**src/rtl/tdm_pkg.sv**
```systemverilog
// rtl/tdm_pkg.sv - shared types and constants for the 4-slot TDM demultiplexer
package tdm_pkg;

  localparam int SLOT_COUNT = 4;
  localparam int SLOT_W     = 2;

`ifdef TDM_DEMUX4_PARITY_EN
  typedef enum logic [2:0] {
    IDLE  = 3'd0,
    SLOT1 = 3'd1,
    SLOT2 = 3'd2,
    SLOT3 = 3'd3,
    PAR   = 3'd4
  } state_t;
`else
  typedef enum logic [1:0] {
    IDLE  = 2'd0,
    SLOT1 = 2'd1,
    SLOT2 = 2'd2,
    SLOT3 = 2'd3
  } state_t;
`endif

endpackage

```
**src/rtl/tdm_slot_counter.sv**
```systemverilog
// rtl/tdm_slot_counter.sv - slot index counter with clear, load-zero and advance
// load_zero together with advance restarts the count at 1 (resync onto slot 0).
module tdm_slot_counter
  import tdm_pkg::*;
(
  input  logic              clk,
  input  logic              clear,
  input  logic              load_zero,
  input  logic              advance,
  output logic [SLOT_W-1:0] count
);

  always_ff @(posedge clk) begin
    if (clear) begin
      count <= '0;
    end else if (load_zero) begin
      count <= advance ? SLOT_W'(1) : '0;
    end else if (advance) begin
      count <= count + SLOT_W'(1);
    end
  end

endmodule

```
**src/rtl/tdm_demux4.sv**
```systemverilog
// rtl/tdm_demux4.sv - 4-slot TDM demultiplexer with frame resync
// Optional trailing parity sample enabled by macro TDM_DEMUX4_PARITY_EN.
module tdm_demux4
  import tdm_pkg::*;
#(
  parameter int DATA_W = 1
) (
  input  logic              clk,
  input  logic              rst,
  input  logic [DATA_W-1:0] din,
  input  logic              din_valid,
  input  logic              frame,
  output logic [DATA_W-1:0] Y0,
  output logic [DATA_W-1:0] Y1,
  output logic [DATA_W-1:0] Y2,
  output logic [DATA_W-1:0] Y3,
  output logic [SLOT_W-1:0] sel,
  output logic              frame_done,
  output logic              sync_err
);

  state_t            state, next_state;
  logic [DATA_W-1:0] shadow [SLOT_COUNT-1];
  logic              store_en, load_y, done_set, err_set;
  logic              cnt_load_zero, cnt_advance;
  logic [SLOT_W-1:0] store_idx;
`ifdef TDM_DEMUX4_PARITY_EN
  logic [DATA_W-1:0] slot3;
  logic              slot3_en;
  logic              parity_ok;

  assign parity_ok = (shadow[0] ^ shadow[1] ^ shadow[2] ^ slot3 ^ din) == '0;
`endif

  // A frame-marked sample always lands in slot 0, whatever slot was expected.
  assign store_idx = frame ? '0 : sel;

  tdm_slot_counter u_slot_counter (
    .clk       (clk),
    .clear     (rst),
    .load_zero (cnt_load_zero),
    .advance   (cnt_advance),
    .count     (sel)
  );

  always_ff @(posedge clk) begin
    if (rst) state <= IDLE;
    else     state <= next_state;
  end

  always_comb begin
    next_state = state;
    if (din_valid) begin
      if (frame) begin
        next_state = SLOT1;
      end else begin
        case (state)
          IDLE:    next_state = IDLE;
          SLOT1:   next_state = SLOT2;
          SLOT2:   next_state = SLOT3;
`ifdef TDM_DEMUX4_PARITY_EN
          SLOT3:   next_state = PAR;
          PAR:     next_state = IDLE;
`else
          SLOT3:   next_state = IDLE;
`endif
          default: next_state = IDLE;
        endcase
      end
    end
  end

  always_comb begin
    store_en      = 1'b0;
    load_y        = 1'b0;
    done_set      = 1'b0;
    err_set       = 1'b0;
    cnt_load_zero = 1'b0;
    cnt_advance   = 1'b0;
`ifdef TDM_DEMUX4_PARITY_EN
    slot3_en      = 1'b0;
`endif
    if (din_valid) begin
      if (frame) begin
        store_en      = 1'b1;
        cnt_advance   = 1'b1;
        err_set       = (state != IDLE);
        cnt_load_zero = (state != IDLE);
      end else begin
        case (state)
          SLOT1, SLOT2: begin
            store_en    = 1'b1;
            cnt_advance = 1'b1;
          end
          SLOT3: begin
            cnt_advance = 1'b1;
`ifdef TDM_DEMUX4_PARITY_EN
            slot3_en    = 1'b1;
`else
            load_y      = 1'b1;
            done_set    = 1'b1;
`endif
          end
`ifdef TDM_DEMUX4_PARITY_EN
          PAR: begin
            cnt_load_zero = 1'b1;
            load_y        = parity_ok;
            done_set      = parity_ok;
            err_set       = !parity_ok;
          end
`endif
          default: ;
        endcase
      end
    end
  end

  always_ff @(posedge clk) begin
    if (rst) begin
      for (int i = 0; i < SLOT_COUNT - 1; i++) shadow[i] <= '0;
      Y0         <= '0;
      Y1         <= '0;
      Y2         <= '0;
      Y3         <= '0;
      frame_done <= 1'b0;
      sync_err   <= 1'b0;
`ifdef TDM_DEMUX4_PARITY_EN
      slot3      <= '0;
`endif
    end else begin
      frame_done <= done_set;
      sync_err   <= err_set;
      for (int i = 0; i < SLOT_COUNT - 1; i++) begin
        if (store_en && store_idx == SLOT_W'(i)) shadow[i] <= din;
      end
`ifdef TDM_DEMUX4_PARITY_EN
      if (slot3_en) slot3 <= din;
`endif
      if (load_y) begin
        Y0 <= shadow[0];
        Y1 <= shadow[1];
        Y2 <= shadow[2];
`ifdef TDM_DEMUX4_PARITY_EN
        Y3 <= slot3;
`else
        Y3 <= din;
`endif
      end
    end
  end

endmodule

```
**config.mk**
```make
export PLATFORM = sky130hd
export DESIGN_NAME = tdm_demux4
export DESIGN_NICKNAME = d
export VERILOG_FILES = /design/src/rtl/tdm_pkg.sv /design/src/rtl/tdm_slot_counter.sv /design/src/rtl/tdm_demux4.sv
export SDC_FILE = /design/constraint.sdc
export NUM_CORES = 1
export LEC_CHECK = 0
export CORE_AREA = 2 2 43 45
export DETAILED_ROUTE_END_ITERATION = 6
export DIE_AREA = 0 0 45 47
export GPL_ROUTABILITY_DRIVEN = 0
export PLACE_DENSITY = 0.71
export SLEW_MARGIN = 15
export SYNTH_ARGS = -nofsm -noshare
export SYNTH_HDL_FRONTEND = slang
export SYNTH_SLANG_ARGS = --single-unit
```
**constraint.sdc**
```tcl
create_clock -name clk -period 2.26 [get_ports clk]
set_input_delay 0.452 -clock clk [delete_from_list [all_inputs] [get_ports clk]]
set_output_delay 0.452 -clock clk [all_outputs]
set_load 0.03 [all_outputs]
```
==> impl_metrics.toml, run 1 <==
[status]
status = "finished, final reports clean"

[yosys]
synth_edf_count = 3
synth_most_common_cell = "dfxtp_1"
avgSynthCellArea_sq_um = 10.3
synth_commonest_cells = "dfxtp_1 (10), nor2_1 (7), ha_1 (4), mux2i_1 (4), nand2b_1 (4)"
synth_top_area_share_pct = 33.5
async_flop_share_pct = 0
synth_top_cell_by_area = "dfxtp_1"
syn_inst = 58
ys_warn_count = 0
ys_types = 24
synth_area_sq_um = 598
synth_seq_cells = 13
synth_area_leaders = "dfxtp_1 (33%), edfxtp_1 (15%), ha_1 (8.4%)"
syn_nets = 67
synth-seq-area-share_pct = 48.5
synth_ff_type = "dfxtp_1"

[critical_path]
worstSetupPathType = "reg -> out"
cp_slowest_cell = "clkdlybuf4s50_1"
cp-end-kind = "primary output"
startpoint_type = "flip-flop"
critPathTopFamily = "buffers and inverters"
critical-path-max-stage-delay_ns = 0.71
critPathMaxFanout = 7
crit_chain = "clkdlybuf4s50_1"
critPathArrivalTime_ns = 1.43
cp.required_ns = 1.81
path_buf_inv = 1

[detailed_routing]
drt.antenna.violating_nets = 0
num_vias = 455
first_pass_iters = 4
viasPerCell = 5.06
route.detailed.drc = 0
wire_per_inst_um = 11.8
drtIter0Drc = 3
finalWirelength_um = 1060

[worst_hold_path]
hold_path.class = "reg -> reg"

[clock_tree]
ctsHoldBuffers = 0
cts_resized = 0
htreeDepth = 1
clock-sinks = 13
cts_buffer_depth = 2
post_cts_buffers = 0
cts-root-buf = "clkbuf_4"
clock_latency_ns = 0.27
cts_tree = "yes"
clk_pin_slew_worst_paths_ns = 0.08
cts_buffers = 3

[sta]
worstMarginPinSlew_ns = 0.519
rsz0062_at_grt = "false"
fmaxAchievable_mhz = 532
finalCritPeriodShare_pct = 83.2
finalWorstSetupSlack_ns = 0.380
maxSlewViolCount = 0
period_minus_slack_ns = 1.88
clock_skew_ns = 0.000638
setup_violations = 0
fin_setup_tns_ns = 0
timing.slew.headroom_pct = 64.9
hold_viol = 0

[placement]
dp_hpwl_um = 760
pre_cts_ws_ns = 0.321
io_buffers = 12

[floorplan]
die_area_sq_um = 2120
initial_core_util_pct = 36.2
core_sq_um = 1650
dieHeight_um = 47
io_pins = 13
die_x_um = 45
rows = 15

[finish]
drive_gt1_share_pct = 8.22
diodes = 0
area_growth_syn_to_layout_pct = 27.8
fin_nets = 83
fillers = 159

[global_route]
grt_pass1_vias = 377
grt-ovfl-total = 0
antenna_found_initial = 0
grt_max_degree = 14
track_usage_pct = 11.7
grt_pass1_wl_um = 1690

[power_and_ir_drop]
peakVddDrop_v = 0.000291
power.density_nw_per_um2 = 591
power.leakage_nw = 0.310

[flow_run]
max_cap_violations = 0
-- metrics by stage --
step,cell area (sq um),std cells,total power [W],utilization [%],hold slack (ns)
detailed placement,738,86,0.000316,44.7,0.474
CTS,764,90,0.000458,46.3,0.493
floorplan,598,58,0.000293,-,0.453
global route,764,90,0.000475,46.3,0.502
global placement,738,86,0.000314,44.7,0.455
finish,764,90,0.000452,46.3,0.488
-- worst paths after layout --
path | cells after the start | endpoint | slack (ns) | start
worst max-delay path | 1 | sel[1] | 0.38 | u_slot_counter.count[1]$_SDFFE_PP0P_
worst min-delay path | 2 | Y1$_SDFFE_PP0P_ | 0.49 | shadow[0][1]$_DFFE_PP_
worst max register to register | 4 | shadow[0][1]$_DFFE_PP_ | 0.65 | state[1]$_SDFFE_PP0P_
worst min register to register | 2 | Y1$_SDFFE_PP0P_ | 0.49 | shadow[0][1]$_DFFE_PP_
-- kinds of logic after synthesis --
group / synth area share, %
simple gates: 23.2
flops: 48.5
compound gates: 10.5
buf+inv: 2.72
mux: 6.69
fa+ha+maj: 8.37
-- metal layers --
layer | global-route usage (%) | share of wire [%]
met4 | 10.6 | 1.1
met1 | 14.8 | 50
met3 | 2.31 | 4.1
met2 | 16.9 | 44
met5 | 0 | 0
-- layout make-up --
cell class                      instances  area (sq um)  share of cell area, %
Inverter                                2          7.51                  0.982
Timing Repair Buffer                   13           128                   16.7
Clock buffer                            4          26.3                   3.44
Multi-Input combinational cell         41           292                   38.1
Sequential cell                        13           290                   38.0
Tap cell                               17          21.3                   2.78
-- registers in the layout, summed over array words and instances (netlist names) --
signal	flops
shadow	3
Y2	1
Y0	1
u_slot_counter.count	2
state	2
frame_done	1
Y1	1
sync_err	1
Y3	1
-- tightest hold or removal path, cell delays in order, from the launching register on --
cell and delay (ns):
edfxtp_1 0.32, mux2i_1 0.06, nor2_1 0.08
-- layout by cell type (no fill, tap or decap) --
cell type         n
nor4bb_1          1
mux2i_1           4
nand2_1           1
o21ai_0           2
nor3b_1           1
nand2_2           1
or2b_1            1
o21bai_1          2
ha_1              4
a211oi_1          1
nor2_1            7
nand3b_1          2
clkbuf_1          1
dfxtp_1          10
nor2b_1           2
nand2b_1          4
edfxtp_1          3
inv_1             2
clkbuf_4          3
nor3_1            2
clkdlybuf4s50_1  12
a221oi_2          1
buf_4             1
and3b_1           1
or3_1             1
a21oi_1           3
-- power by group --
group / total, W / switching, W / internal (W)
Combinational: 0.0000581 / 0.0000303 / 0.0000278
Clock: 0.000141 / 0.0000727 / 0.0000683
Sequential: 0.000253 / 0.00000679 / 0.000246
Total: 0.000452 / 0.000110 / 0.000342
(Power assumes the default switching activity.)
==> inputs of run 2 (changes only) <==
Clock period 2.26 ns to 1.9 ns, I/O delays scaled along.
==> impl_metrics.toml, run 2 (synthesized netlist as in run 1, its figures left out) <==
[finish]
layout_commonest_cell = "clkdlybuf4s50_1"
drive_gt1_share_pct = 9.46
largest_reg_flops = 3
fillers = 168
diodes = 0
largest_register = "shadow"
area_growth_syn_to_layout_pct = 29.1
postLayoutCellArea_sq_um = 772
register_area_sq_um = 290
stdcell_count = 91
fin_nets = 84
reg_top3 = "shadow (3), state (2), u_slot_counter.count (2)"
utilization_pct = 46.7
multi_input_area_sq_um = 292
final_cell_mix = "clkdlybuf4s50_1 (12), dfxtp_1 (10), nor2_1 (7)"

[floorplan]
die_x_um = 45
initial_core_util_pct = 36.2
io_pins = 13
dieHeight_um = 47
rows = 15
die_area_sq_um = 2120
core_sq_um = 1650

[detailed_routing]
drt.antenna.violating_nets = 0
drtIter0Drc = 9
viasPerCell = 4.93
wire_per_inst_um = 11.6
num_vias = 449
finalWirelength_um = 1050
first_pass_iters = 4
route.detailed.drc = 0

[sta]
finalCritPeriodShare_pct = 95.3
clock_skew_ns = 0.00480
period_minus_slack_ns = 1.81
worstMarginPinSlew_ns = 0.546
fin_setup_tns_ns = 0
rsz0062_at_grt = "false"
timing.slew.headroom_pct = 63.1
hold_viol = 0
setup_violations = 0
finalWorstSetupSlack_ns = 0.0892
maxSlewViolCount = 0
fmaxAchievable_mhz = 552

[critical_path]
cp.required_ns = 1.52
critical-path-max-stage-delay_ns = 0.71
critPathArrivalTime_ns = 1.43
critPathTopFamily = "buffers and inverters"
critPathMaxFanout = 7
startpoint_type = "flip-flop"
cp_slowest_cell = "clkdlybuf4s50_1"
cp-end-kind = "primary output"
path_buf_inv = 1
crit_chain = "clkdlybuf4s50_1"
worstSetupPathType = "reg -> out"

[clock_tree]
cts_tree = "yes"
cts_buffers = 3
ctsHoldBuffers = 0
htreeDepth = 1
cts_resized = 0
cts-root-buf = "clkbuf_4"
clk_pin_slew_worst_paths_ns = 0.08
cts_buffer_depth = 2
post_cts_buffers = 0
clock_latency_ns = 0.27
clock-sinks = 13

[power_and_ir_drop]
power.leakage_nw = 0.315
p_seq_share_pct = 55.8
peakVddDrop_v = 0.000344
power.density_nw_per_um2 = 698
p_sw_share_pct = 24.2
switchingPower_w = 0.000131
combPwrFrac_pct = 12.9
intPower_w = 0.000408
clock_power_share_pct = 31.3

[placement]
post_dp_cell_area_sq_um = 746
io_buffers = 12
pre_cts_ws_ns = 0.106
dp_cells = 87
dp_hpwl_um = 749

[global_route]
grt_pass1_wl_um = 1700
track_usage_pct = 12.2
grt-ovfl-total = 0
antenna_found_initial = 0
grt_max_degree = 14
grt_pass1_vias = 412

[status]
status = "finished, final reports clean"

[flow_run]
max_cap_violations = 0

[worst_hold_path]
hold_path.class = "reg -> reg"
-- run 2: area by class of cell --
class                   count  share of cell area [%]
repair buffers             14                    17.5
multi-input cells          41                    37.8
well taps                  17                    2.76
inverters                   2                   0.972
clock buffers               4                    3.40
flip-flops and latches     13                    37.6
-- run 2: power groups by stage --
stage / sequential, W / combinational (W) / clock, W
5_1_grt: 0.000303 / 0.0000766 / 0.000190
6_report: 0.000301 / 0.0000696 / 0.000169
4_1_cts: 0.000301 / 0.0000708 / 0.000172
3_3_place_gp: 0.000307 / 0.0000687 / 0
3_5_place_dp: 0.000307 / 0.0000697 / 0
2_1_floorplan: 0.000312 / 0.0000361 / 0
-- run 2: final timing paths --
path	slack (ns)	depth (start not counted)	startpoint	end
setup / recovery	0.09	1	u_slot_counter.count[0]$_SDFFE_PP0P_	sel[0]
hold / removal	0.49	2	shadow[0][0]$_DFFE_PP_	Y0$_SDFFE_PP0P_
setup reg to reg	0.29	4	state[1]$_SDFFE_PP0P_	shadow[0][0]$_DFFE_PP_
hold reg to reg	0.49	2	shadow[0][0]$_DFFE_PP_	Y0$_SDFFE_PP0P_
-- run 2: through the flow --
stage	power (W)	hold slack (ns)
6_report	0.000539	0.490
5_1_grt	0.000570	0.533
4_1_cts	0.000544	0.489
3_5_place_dp	0.000377	0.471
3_3_place_gp	0.000375	0.456
2_1_floorplan	0.000348	0.446
-- run 2: layer usage --
layer  global-route usage [%]  share of wire [%]
met5                        0                  0
met1                     13.3                 48
met2                     18.6                 43
met4                     14.1                4.8
met3                     2.31                4.0
-- run 2: worst min-delay path, stage by stage (launching register included) --
cell	delay, ns
edfxtp_1	0.33
mux2i_1	0.06
nor2_1	0.07
==> RTL edit 1: new RTL, settings of run 1 <==
Put a register stage on the output `sel`, with the module's reset. The value now appears one clock later. The other outputs are not delayed to match.
--- a/src/rtl/tdm_demux4.sv
+++ b/src/rtl/tdm_demux4.sv
@@ -20,4 +20,6 @@
 );
 
+  logic [SLOT_W-1:0] sel_d;
+
   state_t            state, next_state;
   logic [DATA_W-1:0] shadow [SLOT_COUNT-1];
@@ -34,5 +36,5 @@
 
   // A frame-marked sample always lands in slot 0, whatever slot was expected.
-  assign store_idx = frame ? '0 : sel;
+  assign store_idx = frame ? '0 : sel_d;
 
   tdm_slot_counter u_slot_counter (
@@ -41,5 +43,5 @@
     .load_zero (cnt_load_zero),
     .advance   (cnt_advance),
-    .count     (sel)
+    .count     (sel_d)
   );
 
@@ -150,4 +152,12 @@
   end
 
+  always_ff @(posedge clk) begin
+    if (rst) begin
+      sel <= '0;
+    end else begin
+      sel <= sel_d;
+    end
+  end
+
 endmodule
 
Behaviour: not the same (Yosys sat finds a counterexample within 4 cycles, from zero or initial values and one cycle with rst high).
==> RTL edit 1 against run 1 <==
- sequential cell count rose by 2
- cell area rose by 8.5%
- synthesized area rose by 10%
- total power rose by 13%
- routed wire length rose by 15%
- clock skew rose by 0.0079 ns
- first-iteration DRC count rose to 3.3 times the old value
- clock power rose by 11%
- worst setup slack improved by 0.14 ns
==> RTL edit 1: results <==
set metrics [dict create \
    drt_iter0_drc 10 \
    firstDrtPassIters 4 \
    fin_skew_ns 0.00856 \
    fillers 169 \
    crit_path_max_fanout 2 \
    wl_met1_um 517 \
    grt_use_total_pct 14.4 \
    wl_per_cell_um 12.4 \
    async_flop_share_pct 0 \
    synth_edf_count 3 \
    cts_setup_buffers 0 \
    clock_latency_ns 0.29 \
    viasPerCell 5.42 \
    post-place-ws_ns 0.448 \
    rrSetupSlack_ns 0.55 \
    synth_common_cells "12 x dfxtp_1, 7 x nor2_1, 6 x a21oi_1" \
    nNetsFinal 91 \
    max_flop_register "shadow" \
    num_antenna_cells 0 \
    reg2reg_to "shadow[0][0]" \
    cts-buffers-inserted 3 \
    grt_max_degree 13 \
    hpwl_um 865 \
    cts_resized 0 \
    yosys-top-cells-area "dfxtp_1 37%, edfxtp_1 14%, ha_1 7.6%" \
    drive_gt1_share_pct 11.1 \
    wl_met3_um 59 \
    clkSlewWorstSetupHoldPaths_ns 0.08 \
    synth_cell_type_count 26 \
    synth_seq_area_share_pct 50.2 \
    vdd_drop_max_mv 0.269 \
    hp-start "Y1" \
    max_stage_delay_ns 0.67 \
    cp_slowest_cell "clkdlybuf4s50_1" \
    r2r-start "state[0]" \
    relSlewSlack_pct 62.0 \
    grt_pass1_vias 467 \
    status "completed" \
    cp.arrival_ns 1.29 \
    cts_root_buf "clkbuf_4" \
    grt_pass1_wl_mm 2.04 \
    power.leakage_nw 0.323 \
    syn_nets 74 \
    met2_length_um 592 \
    synth.most_common_cell "dfxtp_1" \
    hold_class "reg2reg" \
    fin_crit_ns 1.74 \
]
==> RTL edit 1: cell types whose count changed after synthesis, sizes merged, moves of 3 or more <==
cell	run 1	this run
nand2	2	5
a21oi	3	6
nand3	0	4
mux2i	4	0
==> RTL edit 1: worst max path at each step <==
stage,start,to,cells past startpoint
2_1_floorplan,state[0],shadow[0][0],4
3_3_place_gp,din_valid,shadow[0][1],3
3_5_place_dp,din_valid,shadow[0][1],3
4_1_cts,Y3,Y3,1
5_1_grt,Y3,Y3,1
6_report,Y3,Y3,1
==> RTL edit 1: cell type report <==
class,instances,share of cell area [%]
timing repair buffer,15,17.2
multi-input combinational,43,35.4
inverter,4,1.81
clock buffer,4,3.17
tap,17,2.56
sequential,15,39.8
==> RTL edit 1: layer usage <==
metal,global-route usage [%],vias up
met5,0,-
met4,11.2,0
met3,5.00,7
met2,23.4,15
met1,15.5,247
li1,-,262
==> RTL edit 1: through the flow <==
stage               hold WS, ns  std cells  total power, mW  area (um^2)
floorplan                 0.477         65            0.336          658
global placement          0.444         94            0.358          803
detailed placement        0.446         94            0.360          803
CTS                       0.458         98            0.514          830
global route              0.477         98            0.534          830
finish                    0.455         98            0.511          830
==> RTL edit 1: cell families after synthesis <==
kind of cell,after synthesis,share of synthesized area (%)
adder cells (fa/ha/maj),4,7.60
AO/OA/AOI/OAI,14,15.4
AND/OR/NAND/NOR,25,21.7
flip-flops,15,50.2
buffers and inverters,7,5.13
==> RTL edit 1: where the power goes <==
part / switching [mW] / internal (mW)
combinational: 0.0343 / 0.0307
clock: 0.0878 / 0.0687
sequential: 0.00721 / 0.283
total: 0.129 / 0.382
==> RTL edit 2: new RTL, settings of run 1 <==
Without the edit above. The package constant `SLOT_W` goes from 2 to 4.
--- a/src/rtl/tdm_pkg.sv
+++ b/src/rtl/tdm_pkg.sv
@@ -3,5 +3,5 @@
 
   localparam int SLOT_COUNT = 4;
-  localparam int SLOT_W     = 2;
+  localparam int SLOT_W     = 4;
 
 `ifdef TDM_DEMUX4_PARITY_EN
Interface: changed (resized sel); port bits go from 13 to 15. No check against the original RTL was run, so the function may have changed too.
==> RTL edit 2 against run 1 <==
- total power rose by 16%
- synthesized area rose by 20%
- routed wire length rose by 36%
- hold slack improved by 0.0020 ns
- cell area rose by 17%
- count of clock-buffer cells in the layout fell by 1
- via count rose by 31%
- worst setup slack got worse by 0.084 ns
- sequential cell count rose by 2
- critical endpoint is now sel[0]
- largest power group unchanged
==> RTL edit 2: results <==
set metrics [dict create \
    status "completed" \
    placed_cell_area_um2 868 \
    yosys-top-cells-area "dfxtp_1 33%, edfxtp_1 13%, ha_1 8.7%" \
    synth_cell_type_count 28 \
    top_regs "u_slot_counter.count: 4 flops, shadow: 3 flops, state: 2 flops" \
    max_stage_delay_ns 0.73 \
    synth_compound_area_share_pct 15.3 \
    viasPerCell 5.61 \
    cp-startpoint "u_slot_counter.count[0]" \
    reg2reg_to "shadow[0][0]" \
    post-place-ws_ns 0.267 \
    syn_nets 83 \
    syn_inst 73 \
    vdd_drop_max_mv 0.224 \
    crit_path_max_fanout 8 \
    cp.arrival_ns 1.51 \
    hpwl_mm 1.02 \
    fin_skew_ns 0.00957 \
    worst-slew-pin-transition_ns 0.457 \
    wl_per_cell_um 13.6 \
    synth_seq_area_share_pct 46.0 \
    vias 595 \
    clkSlewWorstSetupHoldPaths_ns 0.10 \
    fin_crit_ns 1.96 \
    synth_common_cells "12 x dfxtp_1, 10 x nor2_1, 5 x ha_1, 5 x inv_1" \
    port_buffers 14 \
    crit_path_end "sel[0]" \
    cts_resized 0 \
]
==> RTL edit 2: cell types whose count changed after synthesis, moves of 2 or more <==
cell	before	now
nor2b_1	2	0
nand3_1	0	2
inv_1	2	5
nor2_1	7	10
dfxtp_1	10	12
a31o_2	0	3
nand2b_1	4	2
nor3_1	2	0
o21bai_1	2	0
nor4b_1	0	2
==> RTL edit 2: how the worst min path moves through the flow <==
stage | slack [ns] | cells after the start | start | end
global route | 0.51 | 2 | shadow[0][1] | Y1
CTS | 0.50 | 2 | shadow[0][1] | Y1
floorplan | 0.45 | 2 | shadow[0][0] | Y0
finish | 0.49 | 2 | shadow[0][1] | Y1
detailed placement | 0.47 | 2 | shadow[0][1] | Y1
global placement | 0.46 | 2 | shadow[0][0] | Y0
==> RTL edit 2: power by group through the flow <==
| stage | combinational [mW] | clock, mW | sequential (mW) |
|---|---|---|---|
| 3_3_place_gp | 0.0744 | 0 | 0.299 |
| 5_1_grt | 0.0818 | 0.166 | 0.293 |
| 6_report | 0.0757 | 0.156 | 0.293 |
| 4_1_cts | 0.0749 | 0.159 | 0.292 |
| 2_1_floorplan | 0.0423 | 0 | 0.304 |
| 3_5_place_dp | 0.0744 | 0 | 0.299 |
==> RTL edit 2: layout make-up <==
class / instances / area, um^2
sequential: 15 / 330
clock buffer: 3 / 22.5
clock inverter: 1 / 5.00
timing repair buffer: 15 / 148
inverter: 6 / 25.0
fill: 169 / 756
multi-input combinational: 49 / 344
tap: 17 / 21.3
==> RTL edit 2: per-layer routing <==
layer | track usage (%) | part of all wire (%) | up-vias
met4 | 10.6 | 2.8 | 0
met2 | 21.4 | 43 | 30
li1 | - | - | 294
met3 | 5.00 | 7.0 | 4
met5 | 0 | 0 | -
met1 | 19.5 | 47 | 267
